--- src/rtl/icache_mem_pkg.sv ---
// Shared types and constants for the I-cache refill responder.
package icache_mem_pkg;

    localparam int unsigned WORD_W = 32;

    typedef enum logic [1:0] {
        IDLE = 2'd0,
        READ = 2'd1,
        WAIT = 2'd2,
        RESP = 2'd3
    } state_t;

    localparam logic [1:0] SIZE_B = 2'd0;
    localparam logic [1:0] SIZE_H = 2'd1;
    localparam logic [1:0] SIZE_W = 2'd2;

endpackage

--- src/rtl/icache_line_assembler.sv ---
// Cache-line register: one 32-bit word written per cycle into a selected slot.
module icache_line_assembler
    import icache_mem_pkg::*;
#(
    parameter int unsigned offset_width = 2
) (
    input  logic                                      clk,
    input  logic                                      rstn,
    input  logic                                      we,
    input  logic [offset_width-1:0]                   slot,
    input  logic [WORD_W-1:0]                         wdata,
    output logic [WORD_W*(2**offset_width)-1:0]       line
);

    localparam int unsigned WORDS = 2**offset_width;

    logic [WORDS-1:0][WORD_W-1:0] words;

    always_ff @(posedge clk or negedge rstn) begin
        if (!rstn) begin
            words <= '0;
        end else if (we) begin
            words[slot] <= wdata;
        end
    end

    assign line = words;

endmodule

--- src/rtl/icache_mem_responder.sv ---
// Memory-side refill responder: reads one line word-by-word from a sync RAM.
// Optional ICACHE_RESP_DELAY_EN adds delay_cycles wait cycles before dataOK.
module icache_mem_responder
    import icache_mem_pkg::*;
#(
    parameter int unsigned offset_width   = 2,
    parameter int unsigned ram_addr_width = 10,
    parameter int unsigned delay_cycles   = 3
) (
    input  logic                                  clk,
    input  logic                                  rstn,
    input  logic                                  icache_mem_req,
    input  logic [1:0]                            icache_mem_size,
    input  logic [31:0]                           icache_mem_addr,
    output logic                                  mem_icache_addrOK,
    output logic                                  mem_icache_dataOK,
    output logic [WORD_W*(2**offset_width)-1:0]   mem_icache_data,
    output logic                                  ram_en,
    output logic [ram_addr_width-1:0]             ram_addr,
    input  logic [WORD_W-1:0]                     ram_rdata
);

    localparam int unsigned WORDS = 2**offset_width;
    localparam int unsigned IDX_W = ram_addr_width - offset_width;
    localparam logic [offset_width-1:0] CNT_LAST = offset_width'(WORDS - 1);

    state_t                    state;
    state_t                    state_nxt;
    logic [IDX_W-1:0]          line_idx;
    logic [offset_width-1:0]   cnt;
    logic                      rd_valid;
    logic [offset_width-1:0]   rd_slot;

`ifdef ICACHE_RESP_DELAY_EN
    localparam int unsigned DLY_W = (delay_cycles > 0) ? $clog2(delay_cycles + 1) : 1;
    logic [DLY_W-1:0]          dly;
`endif

    // State register
    always_ff @(posedge clk or negedge rstn) begin
        if (!rstn) begin
            state <= IDLE;
        end else begin
            state <= state_nxt;
        end
    end

    // Next-state and handshake decode
    always_comb begin
        state_nxt         = state;
        mem_icache_addrOK = 1'b0;
        mem_icache_dataOK = 1'b0;
        ram_en            = 1'b0;
        case (state)
            IDLE: begin
                mem_icache_addrOK = icache_mem_req;
                if (icache_mem_req) begin
                    state_nxt = READ;
                end
            end
            READ: begin
                ram_en = 1'b1;
                if (cnt == CNT_LAST) begin
                    state_nxt = WAIT;
                end
            end
            WAIT: begin
`ifdef ICACHE_RESP_DELAY_EN
                if (dly == '0) begin
                    state_nxt = RESP;
                end
`else
                state_nxt = RESP;
`endif
            end
            RESP: begin
                mem_icache_dataOK = 1'b1;
                state_nxt         = IDLE;
            end
            default: state_nxt = IDLE;
        endcase
    end

    assign ram_addr = ram_en ? {line_idx, cnt} : '0;

    // Line index, word counter and one-cycle-late capture tracking
    always_ff @(posedge clk or negedge rstn) begin
        if (!rstn) begin
            line_idx <= '0;
            cnt      <= '0;
            rd_valid <= 1'b0;
            rd_slot  <= '0;
        end else begin
            rd_valid <= ram_en;
            rd_slot  <= cnt;
            if (state == IDLE && icache_mem_req) begin
                line_idx <= icache_mem_addr[ram_addr_width+1 : 2+offset_width];
                cnt      <= '0;
            end else if (state == READ) begin
                cnt <= cnt + offset_width'(1);
            end
        end
    end

`ifdef ICACHE_RESP_DELAY_EN
    // Response delay down-counter, loaded as the last word is issued
    always_ff @(posedge clk or negedge rstn) begin
        if (!rstn) begin
            dly <= '0;
        end else if (state == READ && cnt == CNT_LAST) begin
            dly <= DLY_W'(delay_cycles);
        end else if (state == WAIT && dly != '0) begin
            dly <= dly - DLY_W'(1);
        end
    end
`endif

    icache_line_assembler #(
        .offset_width (offset_width)
    ) u_line (
        .clk   (clk),
        .rstn  (rstn),
        .we    (rd_valid),
        .slot  (rd_slot),
        .wdata (ram_rdata),
        .line  (mem_icache_data)
    );

    // Size and out-of-range address bits do not matter: every refill is a full aligned line.
    logic unused_inputs;
`ifdef ICACHE_RESP_DELAY_EN
    assign unused_inputs = ^{icache_mem_size == SIZE_B, icache_mem_size == SIZE_H,
                             icache_mem_size == SIZE_W,
                             icache_mem_addr[31:ram_addr_width+2],
                             icache_mem_addr[offset_width+1:0]};
`else
    assign unused_inputs = ^{icache_mem_size == SIZE_B, icache_mem_size == SIZE_H,
                             icache_mem_size == SIZE_W,
                             icache_mem_addr[31:ram_addr_width+2],
                             icache_mem_addr[offset_width+1:0], 32'(delay_cycles)};
`endif

endmodule

--- config.mk ---
export PLATFORM = sky130hd
export DESIGN_NAME = icache_mem_responder
export DESIGN_NICKNAME = d
export VERILOG_FILES = /design/src/rtl/icache_mem_pkg.sv /design/src/rtl/icache_line_assembler.sv /design/src/rtl/icache_mem_responder.sv
export SDC_FILE = /design/constraint.sdc
export NUM_CORES = 1
export LEC_CHECK = 0
export CORE_MARGIN = 3
export CORE_UTILIZATION = 39
export DETAILED_ROUTE_END_ITERATION = 16
export PLACE_DENSITY = 0.78
export RECOVER_POWER = 100
export SYNTH_ARGS = -nofsm -noshare
export SYNTH_HDL_FRONTEND = slang
export SYNTH_SLANG_ARGS = --single-unit
--- constraint.sdc ---
create_clock -name clk -period 1.75 [get_ports clk]
set_clock_uncertainty 0.2 [all_clocks]
set_input_delay 0.175 -clock clk [delete_from_list [all_inputs] [get_ports clk]]
set_output_delay 0.175 -clock clk [all_outputs]
set_load 0.03 [all_outputs]
==> run_results.csv <==
group,metric,value,unit
routing,post_drt_wl_per_cell,17.86,µm
placement,hpwl,9.168,mm
synthesis,synth.area.top_cells,"sky130_fd_sc_hd__dfrtp_1, sky130_fd_sc_hd__mux2_2, sky130_fd_sc_hd__ha_1",
global_route,global_route_wire_length_before_repair,19.98,mm
synthesis,synth.most_common_cell,"sky130_fd_sc_hd__dfrtp_1",
cts,cts.reportedPaths.clkPinSlew,0.05,ns
timing,post-route-period-util,1.051,
floorplan,floorplan.rows,42,
hold_path,holdPathStages,2,
layout,fin_cells,728,
critical_path,crit_type,"flop to primary output",
synthesis,yosys.area.top_type,"sky130_fd_sc_hd__dfrtp_1",
routing,drc_errors,0,
critical_path,cp_common_cell,"sky130_fd_sc_hd__buf_6",
synthesis,postSynth.topFlopCell,"sky130_fd_sc_hd__dfrtp_1",
cts,cts_buffer_depth,2,
layout,area_growth,52.38,%
synthesis,post_synthesis_instance_area,0.005431,mm²
global_route,number_of_global_route_vias_before_repair,3718,
timing,post-route-worst-setup-slack,-0.08869,ns
global_route,grt_max_degree,39,
pwr,post-layout-total-power,19170,µW
critical_path,worst_r2r_endpoint,"state[1]$_DFFE_PN0P_",
critical_path,cp_max_fo,14,
cts,numClockSinks,143,
routing,route.vias.total,3509,
timing,fmaxAchievable,543.9,MHz
status,status,"finished with violations",
global_route,gr-total-overflow,0,
synthesis,synth_cell_types,17,
layout,number_of_inserted_diodes,0,
floorplan,starting_density_of_the_core,0.4037,
timing,max-slew-margin-rel,0.4233,
critical_path,arrival,1.46,ns
placement,port-buffer-count,183,
floorplan,die_h,124.0,µm
critical_path,cp-start-kind,"flop",
timing,layout_min_cycle_time,1.839,ns
synthesis,synthArstFlopShare,1.000,
global_route,grt_usage,0.1726,
placement,placed_cells,687,
timing,final_hold_viol_count,0,
layout,finish.utilization,0.6152,
critical_path,worst_setup_ep_type,"primary output",
timing,report.final.setup_viol,14,
cts,cts_tree,"done",
critical_path,critPathLaunch,"state[0]$_DFFE_PN0P_",
critical_path,crit_path_cell_trace,"buf_6, ha_4, and2_1, buf_6",
floorplan,floorplan.io_pins,210,
timing,drv_slew,0,
layout,layout.nets,614,
routing,wl,13.00,mm
critical_path,r2r-start,"state[0]$_DFFE_PN0P_",
floorplan,fp.dieW,124.0,µm
critical_path,reg2reg_depth,6,
layout,nFillCells,1074,
synthesis,avgSynthCellArea,16.66,µm²
job,timing.max_cap.violations,0,
cts,clock_tree.root_cell,"sky130_fd_sc_hd__clkbuf_16",
hold_path,min-delay-start,"icache_mem_addr[5]",
synthesis,synth_top_area_frac,0.6588,
floorplan,die_area,0.01538,mm²
global_route,initial_antenna_violation_count,0,
synthesis,syn_nets,401,
routing,ant_nets,0,
hold_path,hp-class,"input port to flop",
synthesis,post_synth_edffs,0,
pwr,ir_worst_vdd,1023,µV
pwr,pd_cells,2317,mW/mm²
cts,level_count_of_the_clock_h_tree,4,
synthesis,ys_ff_latch,143,
timing,tightestPinTransition,0.8651,ns
synthesis,post_synth_inst_count,326,
routing,drt_iter0_drc,122,
cts,cts-buffers-inserted,17,
timing,setup_tns,-0.8629,ns
synthesis,synth-warning-count,0,
placement,pre_cts_ws,0.005667,ns
critical_path,slowest_delay,0.41,ns
hold_path,min_to,"line_idx[1]$_DFFE_PN0P_",
timing,grt_setup_unrepaired,"true",
routing,post_drt_via_cell_ratio,4.820,
critical_path,r2r_slack,0,ns
placement,gpl.final_weighted_congestion,0.7175,
synthesis,post_synthesis_sequential_area_ratio,0.6588,
routing,drt_pre_antenna_iters,4,
synthesis,post_synth_most_frequent_cells,"sky130_fd_sc_hd__dfrtp_1, sky130_fd_sc_hd__mux2_2, sky130_fd_sc_hd__and2_1, sky130_fd_sc_hd__buf_2, sky130_fd_sc_hd__ha_1",
critical_path,cpMaxStageDelayCell,"sky130_fd_sc_hd__dfrtp_1",
status,violated_checks,"negative setup slack",
pwr,power.static_leakage,0.003787,µW
critical_path,worst-endpoint-required,1.37,ns
floorplan,core,0.01345,mm²
cts,worst_skew_pair.late_latency,0.41,ns
layout,final_layout_size_suffix_gt1_frac,0.3877,
worst max-delay path, delay by kind of cell (launching register included):
family	cells	cell delay, ns
flops	1	0.41
buf+inv	2	0.27
fa+ha+maj	1	0.20
simple gates	1	0.18
timing repair:
| item | 4_1_cts | 5_1_grt |
|---|---|---|
| pin swaps | 1 | 0 |
| resized for setup | 152 | 7 |
| endpoints found under the hold margin | 143 | 0 |
| setup endpoints to repair | 141 | 13 |
| buffers inserted | 4 | 5 |
| hold buffers | 1 | 0 |
through the flow:
stage,hold slack (ns),instance area (µm²)
6_report,0.1798,8277
5_1_grt,0.1574,8277
4_1_cts,0.02117,8238
3_5_place_dp,-0.1100,7595
3_3_place_gp,-0.1135,7595
2_1_floorplan,-0.3206,5444
routing by layer:
| metal | up-vias | GRT usage | share of wire | wire length [µm] |
|---|---|---|---|---|
| li1 | 1579 | - | - | - |
| met1 | 1800 | 0.2064 | 0.40 | 5253 |
| met2 | 115 | 0.2876 | 0.51 | 6626 |
| met3 | 15 | 0.06040 | 0.072 | 936 |
| met4 | 0 | 0.06502 | 0.014 | 182 |
| met5 | - | 0 | 0 | 0 |
power breakdown:
part / leakage (µW) / switching, µW / internal, µW / total, µW
clock network: 0.000341 / 1310 / 2890 / 4200
registers: 0.00168 / 882 / 5030 / 5910
logic: 0.00177 / 5330 / 3740 / 9070
total: 0.00379 / 7520 / 11700 / 19200
logic make-up (layout without fill, tap and decap cells):
family / after synthesis / after routing / synth area share
buf+inv: 18 / 244 / 0.01658
xor+xnor: 1 / 1 / 0.001613
fa+ha+maj: 6 / 6 / 0.01382
simple gates: 18 / 18 / 0.02027
flops: 143 / 143 / 0.6588
mux: 139 / 139 / 0.2877
compound gates: 1 / 1 / 0.001153
area by class of cell:
class / count / area, µm² / area share
Sequential cell: 143 / 3578 / 0.4324
Timing Repair Buffer: 207 / 1927 / 0.2328
Multi-Input combinational cell: 165 / 1833 / 0.2215
Clock buffer: 21 / 460.4 / 0.05563
Clock inverter: 11 / 234.0 / 0.02827
Tap cell: 176 / 220.2 / 0.02661
Inverter: 5 / 23.77 / 0.002872
how the worst max path moves through the flow:
| stage | end | slack [ns] | depth (start not counted) |
|---|---|---|---|
| CTS | ram_addr[0] | -0.10 | 4 |
| detailed placement | line_idx[6]$_DFFE_PN0P_ | 0.006 | 4 |
| global route | ram_addr[0] | -0.15 | 4 |
| finish | ram_addr[0] | -0.09 | 4 |
| global placement | mem_icache_addrOK | 0.08 | 5 |
| floorplan | state[1]$_DFFE_PN0P_ | 0.07 | 5 |
flip-flops by register name, indices dropped and copies added, names as in the netlist:
signal	flops
rd_valid	1
cnt	2
line_idx	8
state	2
rd_slot	2
u_line.line	128
cell usage in the layout (no fill, tap or decap), types with 2 or more instances in the layout:
| cell | synthesis | layout |
|---|---|---|
| sky130_fd_sc_hd__dfrtp_1 | 143 | 143 |
| sky130_fd_sc_hd__mux2_2 | 135 | 134 |
| sky130_fd_sc_hd__dlygate4sd2_1 | 0 | 128 |
| sky130_fd_sc_hd__clkdlybuf4s50_1 | 0 | 41 |
| sky130_fd_sc_hd__clkbuf_16 | 0 | 17 |
| sky130_fd_sc_hd__buf_6 | 0 | 15 |
| sky130_fd_sc_hd__buf_4 | 3 | 15 |
| sky130_fd_sc_hd__and2_1 | 10 | 7 |
| sky130_fd_sc_hd__bufinv_16 | 0 | 7 |
| sky130_fd_sc_hd__ha_1 | 6 | 4 |
| sky130_fd_sc_hd__buf_12 | 0 | 4 |
| sky130_fd_sc_hd__and2_4 | 0 | 3 |
| sky130_fd_sc_hd__nor2_1 | 3 | 3 |
| sky130_fd_sc_hd__clkinv_2 | 0 | 3 |
| sky130_fd_sc_hd__inv_2 | 0 | 2 |
| sky130_fd_sc_hd__mux2_1 | 2 | 2 |
| sky130_fd_sc_hd__inv_1 | 5 | 2 |
| sky130_fd_sc_hd__mux2i_1 | 2 | 2 |
| sky130_fd_sc_hd__nand3b_1 | 2 | 2 |
| sky130_fd_sc_hd__ha_4 | 0 | 2 |
| sky130_fd_sc_hd__clkbuf_1 | 1 | 2 |
| sky130_fd_sc_hd__clkbuf_8 | 0 | 2 |
Power figures use the tool's default switching activity.
